$ cat src/rtl/pipe_mux_n_pkg.sv
// -----------------------------------------------------------------------------
// pipe_mux_n_pkg
// Core-wide constants shared by the registered select muxes and their
// handshake logic.
//   MUX_DEFAULT_WIDTH : default datapath width of a mux channel
//   MUX_MODE_SEL      : rr_en value selecting explicit-select grant
//   MUX_MODE_RR       : rr_en value selecting round-robin grant
// -----------------------------------------------------------------------------
package pipe_mux_n_pkg;

  localparam int MUX_DEFAULT_WIDTH = 32;

  localparam logic MUX_MODE_SEL = 1'b0;
  localparam logic MUX_MODE_RR  = 1'b1;

endpackage

$ cat src/rtl/rr_arbiter_n.sv
// -----------------------------------------------------------------------------
// rr_arbiter_n
// Purely combinational rotating-priority search. Starting at ptr and wrapping
// past N-1 back to 0, the first requesting channel wins.
// Ports:
//   req       in  N      per-channel request
//   ptr       in  SEL_W  highest-priority channel index (must be < N)
//   gnt_valid out 1      some channel is granted
//   gnt_idx   out SEL_W  granted channel index (0 when gnt_valid=0)
// -----------------------------------------------------------------------------
module rr_arbiter_n
  import pipe_mux_n_pkg::*;
#(
  parameter int N     = 4,
  parameter int SEL_W = $clog2(N)
) (
  input  logic [N-1:0]     req,
  input  logic [SEL_W-1:0] ptr,
  output logic             gnt_valid,
  output logic [SEL_W-1:0] gnt_idx
);

  localparam logic [SEL_W:0] N_L = (SEL_W+1)'(N);

  // Bit k of w_rot is the request of channel (ptr + k) mod N, so the lowest
  // set bit is the winner of the rotating search.
  logic [N-1:0] w_rot;
  logic [SEL_W:0] w_sum;

  assign w_rot = N'({req, req} >> ptr);

  always_comb begin
    gnt_valid = 1'b0;
    gnt_idx   = '0;
    w_sum     = '0;
    for (int k = 0; k < N; k++) begin
      if (!gnt_valid && w_rot[k]) begin
        w_sum = {1'b0, ptr} + (SEL_W+1)'(k);
        if (w_sum >= N_L) begin
          w_sum = w_sum - N_L;
        end
        gnt_valid = 1'b1;
        gnt_idx   = w_sum[SEL_W-1:0];
      end
    end
  end

endmodule

$ cat src/rtl/pipe_mux_n.sv
// -----------------------------------------------------------------------------
// pipe_mux_n
// Registered N-to-1 mux with valid/ready on every input and on the output.
// Grant is either an explicit channel select or round-robin arbitration.
// One output register; sustains one word per cycle.
// Ports:
//   clk        in   1        rising-edge clock
//   rst_n      in   1        synchronous active-low reset
//   d_flat     in   N*WIDTH  channel i data at [i*WIDTH +: WIDTH]
//   in_valid   in   N        per-channel valid
//   in_ready   out  N        per-channel ready (combinational, one-hot or 0)
//   select     in   SEL_W    channel used when rr_en=0
//   rr_en      in   1        1 = round-robin, 0 = explicit select
//   out_data   out  WIDTH    registered data
//   out_chan   out  SEL_W    registered source channel of out_data
//   out_valid  out  1        registered valid
//   out_ready  in   1        sink accepts the output word
// -----------------------------------------------------------------------------
module pipe_mux_n
  import pipe_mux_n_pkg::*;
#(
  parameter int WIDTH = MUX_DEFAULT_WIDTH,
  parameter int N     = 4,
  parameter int SEL_W = $clog2(N)
) (
  input  logic               clk,
  input  logic               rst_n,
  input  logic [N*WIDTH-1:0] d_flat,
  input  logic [N-1:0]       in_valid,
  output logic [N-1:0]       in_ready,
  input  logic [SEL_W-1:0]   select,
  input  logic               rr_en,
  output logic [WIDTH-1:0]   out_data,
  output logic [SEL_W-1:0]   out_chan,
  output logic               out_valid,
  input  logic               out_ready
);

  localparam logic [SEL_W:0]   N_L  = (SEL_W+1)'(N);
  localparam logic [SEL_W-1:0] LAST = SEL_W'(N-1);

  logic [WIDTH-1:0] r_data_p0;
  logic [SEL_W-1:0] r_chan_p0;
  logic             r_vld_p0;
  logic [SEL_W-1:0] r_rr_ptr;

  logic             w_accept;
  logic             w_sel_hit;
  logic             w_rr_valid;
  logic [SEL_W-1:0] w_rr_idx;
  logic             w_gnt_valid;
  logic [SEL_W-1:0] w_gnt_idx;
  logic [WIDTH-1:0] w_gnt_data;
  logic             w_xfer;
  logic [SEL_W-1:0] w_ptr_next;

  // ---- grant stage (combinational) ----
  assign w_accept = out_ready | ~r_vld_p0;

  // A select beyond N-1 shifts the one-hot mask out of range and never grants.
  assign w_sel_hit = ({1'b0, select} < N_L) && (|(in_valid & (N'(1) << select)));

  rr_arbiter_n #(
    .N     (N),
    .SEL_W (SEL_W)
  ) u_rr_arbiter (
    .req       (in_valid),
    .ptr       (r_rr_ptr),
    .gnt_valid (w_rr_valid),
    .gnt_idx   (w_rr_idx)
  );

  assign w_gnt_valid = (rr_en == MUX_MODE_RR) ? w_rr_valid : w_sel_hit;
  assign w_gnt_idx   = (rr_en == MUX_MODE_RR) ? w_rr_idx   : select;

  assign in_ready = (rst_n && w_accept && w_gnt_valid) ? (N'(1) << w_gnt_idx) : '0;
  assign w_xfer   = |(in_valid & in_ready);

  always_comb begin
    w_gnt_data = '0;
    for (int i = 0; i < N; i++) begin
      if (w_gnt_idx == SEL_W'(i)) begin
        w_gnt_data = d_flat[i*WIDTH +: WIDTH];
      end
    end
  end

  assign w_ptr_next = (w_gnt_idx == LAST) ? '0 : w_gnt_idx + SEL_W'(1);

  // ---- output register stage p0 ----
  always_ff @(posedge clk) begin
    if (!rst_n) begin
      r_data_p0 <= '0;
      r_chan_p0 <= '0;
      r_vld_p0  <= 1'b0;
      r_rr_ptr  <= '0;
    end else begin
      if (w_xfer) begin
        r_data_p0 <= w_gnt_data;
        r_chan_p0 <= w_gnt_idx;
        r_vld_p0  <= 1'b1;
      end else if (out_ready) begin
        r_vld_p0  <= 1'b0;
      end
      if (w_xfer && (rr_en == MUX_MODE_RR)) begin
        r_rr_ptr <= w_ptr_next;
      end
    end
  end

  assign out_data  = r_data_p0;
  assign out_chan  = r_chan_p0;
  assign out_valid = r_vld_p0;

endmodule

$ cat config.mk
export PLATFORM = sky130hd
export DESIGN_NAME = pipe_mux_n
export DESIGN_NICKNAME = d
export VERILOG_FILES = /design/src/rtl/pipe_mux_n_pkg.sv /design/src/rtl/rr_arbiter_n.sv /design/src/rtl/pipe_mux_n.sv
export SDC_FILE = /design/constraint.sdc
export NUM_CORES = 1
export LEC_CHECK = 0
export CAP_MARGIN = 40
export CORE_UTILIZATION = 36
export CTS_CLUSTER_SIZE = 8
export DETAILED_ROUTE_END_ITERATION = 6
export HOLD_SLACK_MARGIN = 0.15
export PLACE_DENSITY = 0.78
export SLEW_MARGIN = 20
export SYNTH_ARGS = -nofsm -noshare
export SYNTH_HDL_FRONTEND = slang
export SYNTH_SLANG_ARGS = --single-unit
$ cat constraint.sdc
create_clock -name clk -period 6.05 [get_ports clk]
set_input_delay 1.815 -clock clk [delete_from_list [all_inputs] [get_ports clk]]
set_output_delay 1.815 -clock clk [all_outputs]
set_load 0.02 [all_outputs]
# Word level (Yosys, flattened, before mapping)
# Index checks and enable logic that the tools add are counted.
[classes]
n_mux = 22
shifts = 3
eq_ne = 3
multipliers = 0
reduce_logical = 13
add_sub_neg = 8
n_div = 0
n_lt_le_gt_ge = 4
bitwise = 4
[ops]
columns = ["cell", "count"]
rows = [
  ["2-to-1 mux 32 bit", 4],
  ["2-to-1 mux 2 bit", 10],
  ["greater-or-equal comparator 3 bit (second input constant)", 3],
  ["bitwise AND 4 bit", 2],
  ["OR reduction 4 bit", 2],
  ["left shift 1 x 2 -> 4 bit (first input constant)", 2],
  ["right shift 8 x 2 -> 4 bit", 1],
  ["subtractor 2 x 1 -> 2 bit (second input constant)", 4],
  ["2-to-1 mux 1 bit", 7],
  ["adder 2 x 2 -> 3 bit (second input constant)", 2],
  ["logical AND 1 bit", 6],
  ["equality test 2 bit (second input constant)", 2],
  ["2-to-1 mux 4 bit", 1],
  ["adder 2 x 1 -> 3 bit (second input constant)", 1],
  ["greater-or-equal comparator 2 x 3 -> 1 bit (second input constant)", 1],
  ["logical NOT 1 bit", 3],
  ["adder 2 x 1 -> 2 bit (second input constant)", 1],
  ["equality test 2 x 1 -> 1 bit (second input constant)", 1],
  ["logical NOT 2 bit", 1],
  ["nonzero test 2 bit", 1],
  ["NOT 1 bit", 1],
  ["OR 1 bit", 1],
]
[word_totals]
ram_bits = 0
elab_cells = 61
latchBits = 0
rom_bits = 0
out_inout_bits = 39
memories = 0
regBits = 37
in_bits = 138

# Logic depth before layout (Yosys ltp)
[depth]
ltp_word = 17
ltp_mapped = 13
depth_no_buf = 9

# By module
# Synthesis repeated with hierarchy kept, for this count alone.
[unflattened]
cells_unflattened = 247
hier_area_um2 = 2389.8
[by_module_without_submodules]
columns = ["module", "cells_per_inst", "area_each_um2", "seq_area_each_um2", "n_inst"]
rows = [
  ["pipe_mux_n", 235, 2316.0, 740.7, 1],
  ["rr_arbiter_n", 12, 73.8, 0.0, 1],
]

# Least setup slack after synthesis
# Ideal clock, no wire load.
[synth_timing]
path_kind = "input to output"
from = "in in_valid[0]"
to = "out in_ready[3]"
slack_ps = 207
required_ps = 4235
path_buffers = 3
t_arrival_ps = 4028
path_stages = 8
path_cell_list = "buf_2 mux2i_1 nor2_1 o41ai_1 ha_1 clkbuf_1 clkbuf_1 nor3b_1"
[synth_via]
elab_chain_cells = 14
[synth_lines]
columns = ["element", "line_no", "text"]
rows = [
  ["from (decl)", "pipe_mux_n.sv:29", "input logic [N-1:0] in_valid,"],
  ["right shift 8 x 2 -> 4 bit *", "rr_arbiter_n.sv:30", "assign w_rot = N'({req, req} >> ptr);"],
  ["2-to-1 mux 1 bit", "rr_arbiter_n.sv:37", "if (!gnt_valid && w_rot[k]) begin"],
  ["logical NOT 1 bit", "rr_arbiter_n.sv:37", ""],
  ["logical AND 1 bit", "rr_arbiter_n.sv:37", ""],
  ["2-to-1 mux 1 bit", "rr_arbiter_n.sv:37", ""],
  ["logical NOT 1 bit", "rr_arbiter_n.sv:37", ""],
  ["logical AND 1 bit", "rr_arbiter_n.sv:37", ""],
  ["2-to-1 mux 1 bit", "rr_arbiter_n.sv:37", ""],
  ["logical NOT 1 bit", "rr_arbiter_n.sv:37", ""],
  ["logical AND 1 bit", "rr_arbiter_n.sv:37", ""],
  ["2-to-1 mux 2 bit *", "rr_arbiter_n.sv:37", ""],
  ["2-to-1 mux 2 bit *", "pipe_mux_n.sv:74", "assign w_gnt_idx = (rr_en == MUX_MODE_RR) ? w_rr_idx : select;"],
  ["net w_gnt_idx[0]", "pipe_mux_n.sv:52", "logic [SEL_W-1:0] w_gnt_idx;"],
  ["left shift 1 x 2 -> 4 bit *", "pipe_mux_n.sv:76", "assign in_ready = (rst_n && w_accept && w_gnt_valid) ? (N'(1) << w_gnt_idx) : '0;"],
  ["2-to-1 mux 4 bit *", "pipe_mux_n.sv:76", ""],
  ["to (decl)", "pipe_mux_n.sv:30", "output logic [N-1:0] in_ready,"],
]
# The timed path passes the listed nets; every way through them passes the cells marked *.

# Final worst setup path
[layout_timing]
from = "in in_valid[2]"
to = "out in_ready[1]"
[layout_via]
elab_chain_cells = 14
[layout_lines]
columns = ["element", "line_no"]
rows = [
  ["right shift 8 x 2 -> 4 bit", "rr_arbiter_n.sv:30"],
  ["2-to-1 mux 1 bit", "rr_arbiter_n.sv:37"],
  ["logical NOT 1 bit", "rr_arbiter_n.sv:37"],
  ["logical AND 1 bit", "rr_arbiter_n.sv:37"],
  ["2-to-1 mux 1 bit", "rr_arbiter_n.sv:37"],
  ["logical NOT 1 bit", "rr_arbiter_n.sv:37"],
  ["logical AND 1 bit", "rr_arbiter_n.sv:37"],
  ["2-to-1 mux 1 bit", "rr_arbiter_n.sv:37"],
  ["logical NOT 1 bit", "rr_arbiter_n.sv:37"],
  ["logical AND 1 bit", "rr_arbiter_n.sv:37"],
  ["2-to-1 mux 2 bit or 2-to-1 mux 1 bit (tied branches)", "rr_arbiter_n.sv:37"],
  ["2-to-1 mux 2 bit or 2-to-1 mux 1 bit (tied branches)", "pipe_mux_n.sv:74, pipe_mux_n.sv:73"],
  ["left shift 1 x 2 -> 4 bit or logical AND 1 bit (tied branches)", "pipe_mux_n.sv:76"],
  ["2-to-1 mux 4 bit *", "pipe_mux_n.sv:76"],
]
# Mark *: on every way between the ends. The rest lies on a longest branch, timed or not.

==> impl_metrics.toml <==
[outcome]
outcome = "completed"

[global_route]
antenna_found_initial = 0
grt_max_degree = 66
grt_pass1_vias = 3187
grt_pass1_wl_um = 15400
overflow = 0
track_usage_pct = 25.1

[setup_path]
crit_type = "in2out"
crit_buf_inv = 2
r2r-start = "r_rr_ptr[1]"
r2r_setup_slack_ns = 2.61
required_ns = 4.24
crit_family = "buffers and inverters"
endpoint_kind = "output pin"
path_max_fanout = 7
cp_slowest_cell = "clkdlybuf4s50_1"
cp_cell_sequence = "clkdlybuf4s50_1, or3_1, a211o_1, o2bb2ai_1, nand2_1, ha_1, nor3b_1, dlygate4sd2_1"
critPathArrivalTime_ns = 3.96
startpoint_type = "input pin"
slowest_delay_ns = 0.54
r2r_end = "out_data[29]"
reg2regPathDepth = 11

[synthesis]
synth_area_leader_cell = "dfxtp_1"
yosys-top-cells-area = "dfxtp_1 (28%), o221a_2 (12%), a221oi_1 (10%), nor2b_1 (8.5%), nand3_1 (6.0%)"
synth_area_um2 = 2660
synthFlopType = "dfxtp_1"
yosysWarningCount = 0
syn_inst = 333
ys_seq_area_share_pct = 27.9
syn_area_per_cell_um2 = 7.98
synth_top_area_share_pct = 27.9
synth_async_sr_flop_share_pct = 0
synth_enable_flop_cells = 0
ys_types = 38
synth_seq_cells = 37
syn_nets = 475

[clock_tree]
cts.sinks = 37
cts_hold_buf = 0
clk_pin_slew_ns = 0.07
htree_levels = 2
cts_tree = "done"
clock_latency_ns = 0.28
cts_buffer_depth = 2
cts_buffers = 5
root_buffer = "clkbuf_8"

[route]
vias = 3282
wl_per_cell_um = 16.6
dr_wl_met3_um = 924
drc = 0
drt-pass1-iter-count = 5
met2WireLength_um = 4870
highest_layer = "met4"
wl_met1_um = 3880
route.final.wire_length_um = 9750
via_per_inst = 5.58
drt_iter0_markers = 173
postRouteAntennaNets = 0

[finish]
syn2layout_area_growth_pct = 71.8
fin_nets = 634
drive_above_1_share_pct = 11.2
final_cells = 588
antenna_cells = 0

[die]
die_area_um2 = 7730
ios = 177
start_util_pct = 38.3
rows = 30
fp.dieH_um = 87.9
core_area_um2 = 6940
fp.dieW_um = 87.9

[placed_design]
dpl.hpwl_um = 6990
globalplace.congestion = 0.926
placed_cells = 581
port_buffers = 176

[pwr]
total_power_mw = 0.859
cellLeakagePower_nw = 1.67
p_per_area_nw_per_um2 = 188
ir_drop_v = 0.000139

[job]
maxCapViolations = 0

[timing]
period_needed_ns = 5.78
rsz0062_at_grt = "false"
slew_headroom_pct = 56.9
hold_viol = 0
skew_ns = 0.00273
timing.fmax_ghz = 0.173
finalSetupViolCount = 0
tightest_slew_ns = 0.646
fin_crit_sh_pct = 95.5
finalMaxSlewViolations = 0

[min_path]
hp-start = "out_data[9]"
hp-class = "reg2reg"
hold_end = "out_data[9]"
min_path_cells = 2
## where the power goes
part / total, mW / internal, mW / switching [mW]
logic: 0.400 / 0.212 / 0.187
clock network: 0.177 / 0.0905 / 0.0862
registers: 0.283 / 0.269 / 0.0142
## tightest hold or removal path, stage by stage (launching register included)
cell      delay, ns
dfxtp_1        0.31
a21oi_1        0.11
a211oi_1       0.06
## cell usage after synthesis (2+ instances only)
master	instances
a211o_1	2
a211oi_1	3
a21oi_1	5
a221oi_1	31
a22oi_1	5
a31oi_1	2
and2_1	2
buf_2	9
buf_6	3
clkbuf_1	24
dfxtp_1	37
ha_1	4
inv_1	6
mux2i_1	4
nand2_1	39
nand2b_1	2
nand3_1	32
nor2_1	6
nor2b_1	36
nor3_1	31
nor3b_1	4
o221a_1	2
o221a_2	29
## kinds of logic after synthesis
group | count (synthesis) | synth area share, %
mux | 4 | 1.51
buf+inv | 43 | 7.49
fa+ha+maj | 4 | 1.88
compound gates | 88 | 31.2
flops | 37 | 27.9
simple gates | 157 | 30.0
## what timing repair did
action | in CTS | in global routing
setup endpoints to repair | 1 | 3
resized for setup | 1 | 3
setup buffers | 0 | 0
## worst max path at each step
stage,slack (ns),endpoint,cells past startpoint,from
6_report,0.27,in_ready[1],8,in_valid[2]
5_1_grt,0.17,in_ready[1],8,in_valid[2]
4_1_cts,0.03,in_ready[0],8,in_valid[2]
3_5_place_dp,-0.001,in_ready[1],8,in_valid[2]
3_3_place_gp,0.08,in_ready[1],8,in_valid[2]
2_1_floorplan,0.21,in_ready[3],8,in_valid[0]
## metrics by stage
| step | instance area [um^2] | setup WS (ns) | setup TNS [ns] | util (%) | hold slack [ns] |
|---|---|---|---|---|---|
| finish | 4570 | 0.271 | 0 | 65.7 | 0.526 |
| global route | 4570 | 0.172 | 0 | 65.7 | 0.551 |
| floorplan | 2660 | 0.207 | 0 | - | 0.526 |
| global placement | 4470 | 0.0772 | 0 | 64.4 | 0.508 |
| detailed placement | 4470 | -0.00148 | -0.00148 | 64.4 | 0.520 |
| CTS | 4560 | 0.0288 | 0 | 65.6 | 0.531 |
## per-layer routing
| layer | vias up | global-route usage (%) |
|---|---|---|
| met5 | - | 0 |
| met4 | 0 | 4.47 |
| met3 | 9 | 6.97 |
| met2 | 143 | 44.7 |
| met1 | 1539 | 30.2 |
| li1 | 1591 | - |
## area by class of cell
| type | count | area (um^2) |
|---|---|---|
| well taps | 96 | 120 |
| repair buffers | 189 | 1870 |
| inverters | 6 | 22.5 |
| clock buffers | 7 | 86.3 |
| fillers | 607 | 2380 |
| multi-input cells | 253 | 1730 |
| flip-flops and latches | 37 | 741 |
## registers in the layout (all words and copies together) (netlist names)
| signal | count |
|---|---|
| r_rr_ptr | 2 |
| out_chan | 2 |
| out_valid | 1 |
| out_data | 32 |
## cell usage in the layout (no fill, tap or decap), types with 2 or more instances in the layout
cell type and count:
ha_1 2, a22oi_1 4, nand3_1 32, nor2_1 6
o221a_1 2, nand2_1 39, nor3b_1 4, and2_1 2
o221a_2 29, a21oi_1 5, a221oi_1 31, nor3_1 31
dlymetal6s2s_1 3, nor2b_1 35, ha_2 2, buf_4 13
inv_1 6, a31oi_1 2, clkdlybuf4s50_1 172, a211oi_1 3
nand2b_1 2, dfxtp_1 37, a211o_1 2, clkbuf_8 6
mux2i_1 4
(Power assumes the default switching activity.)
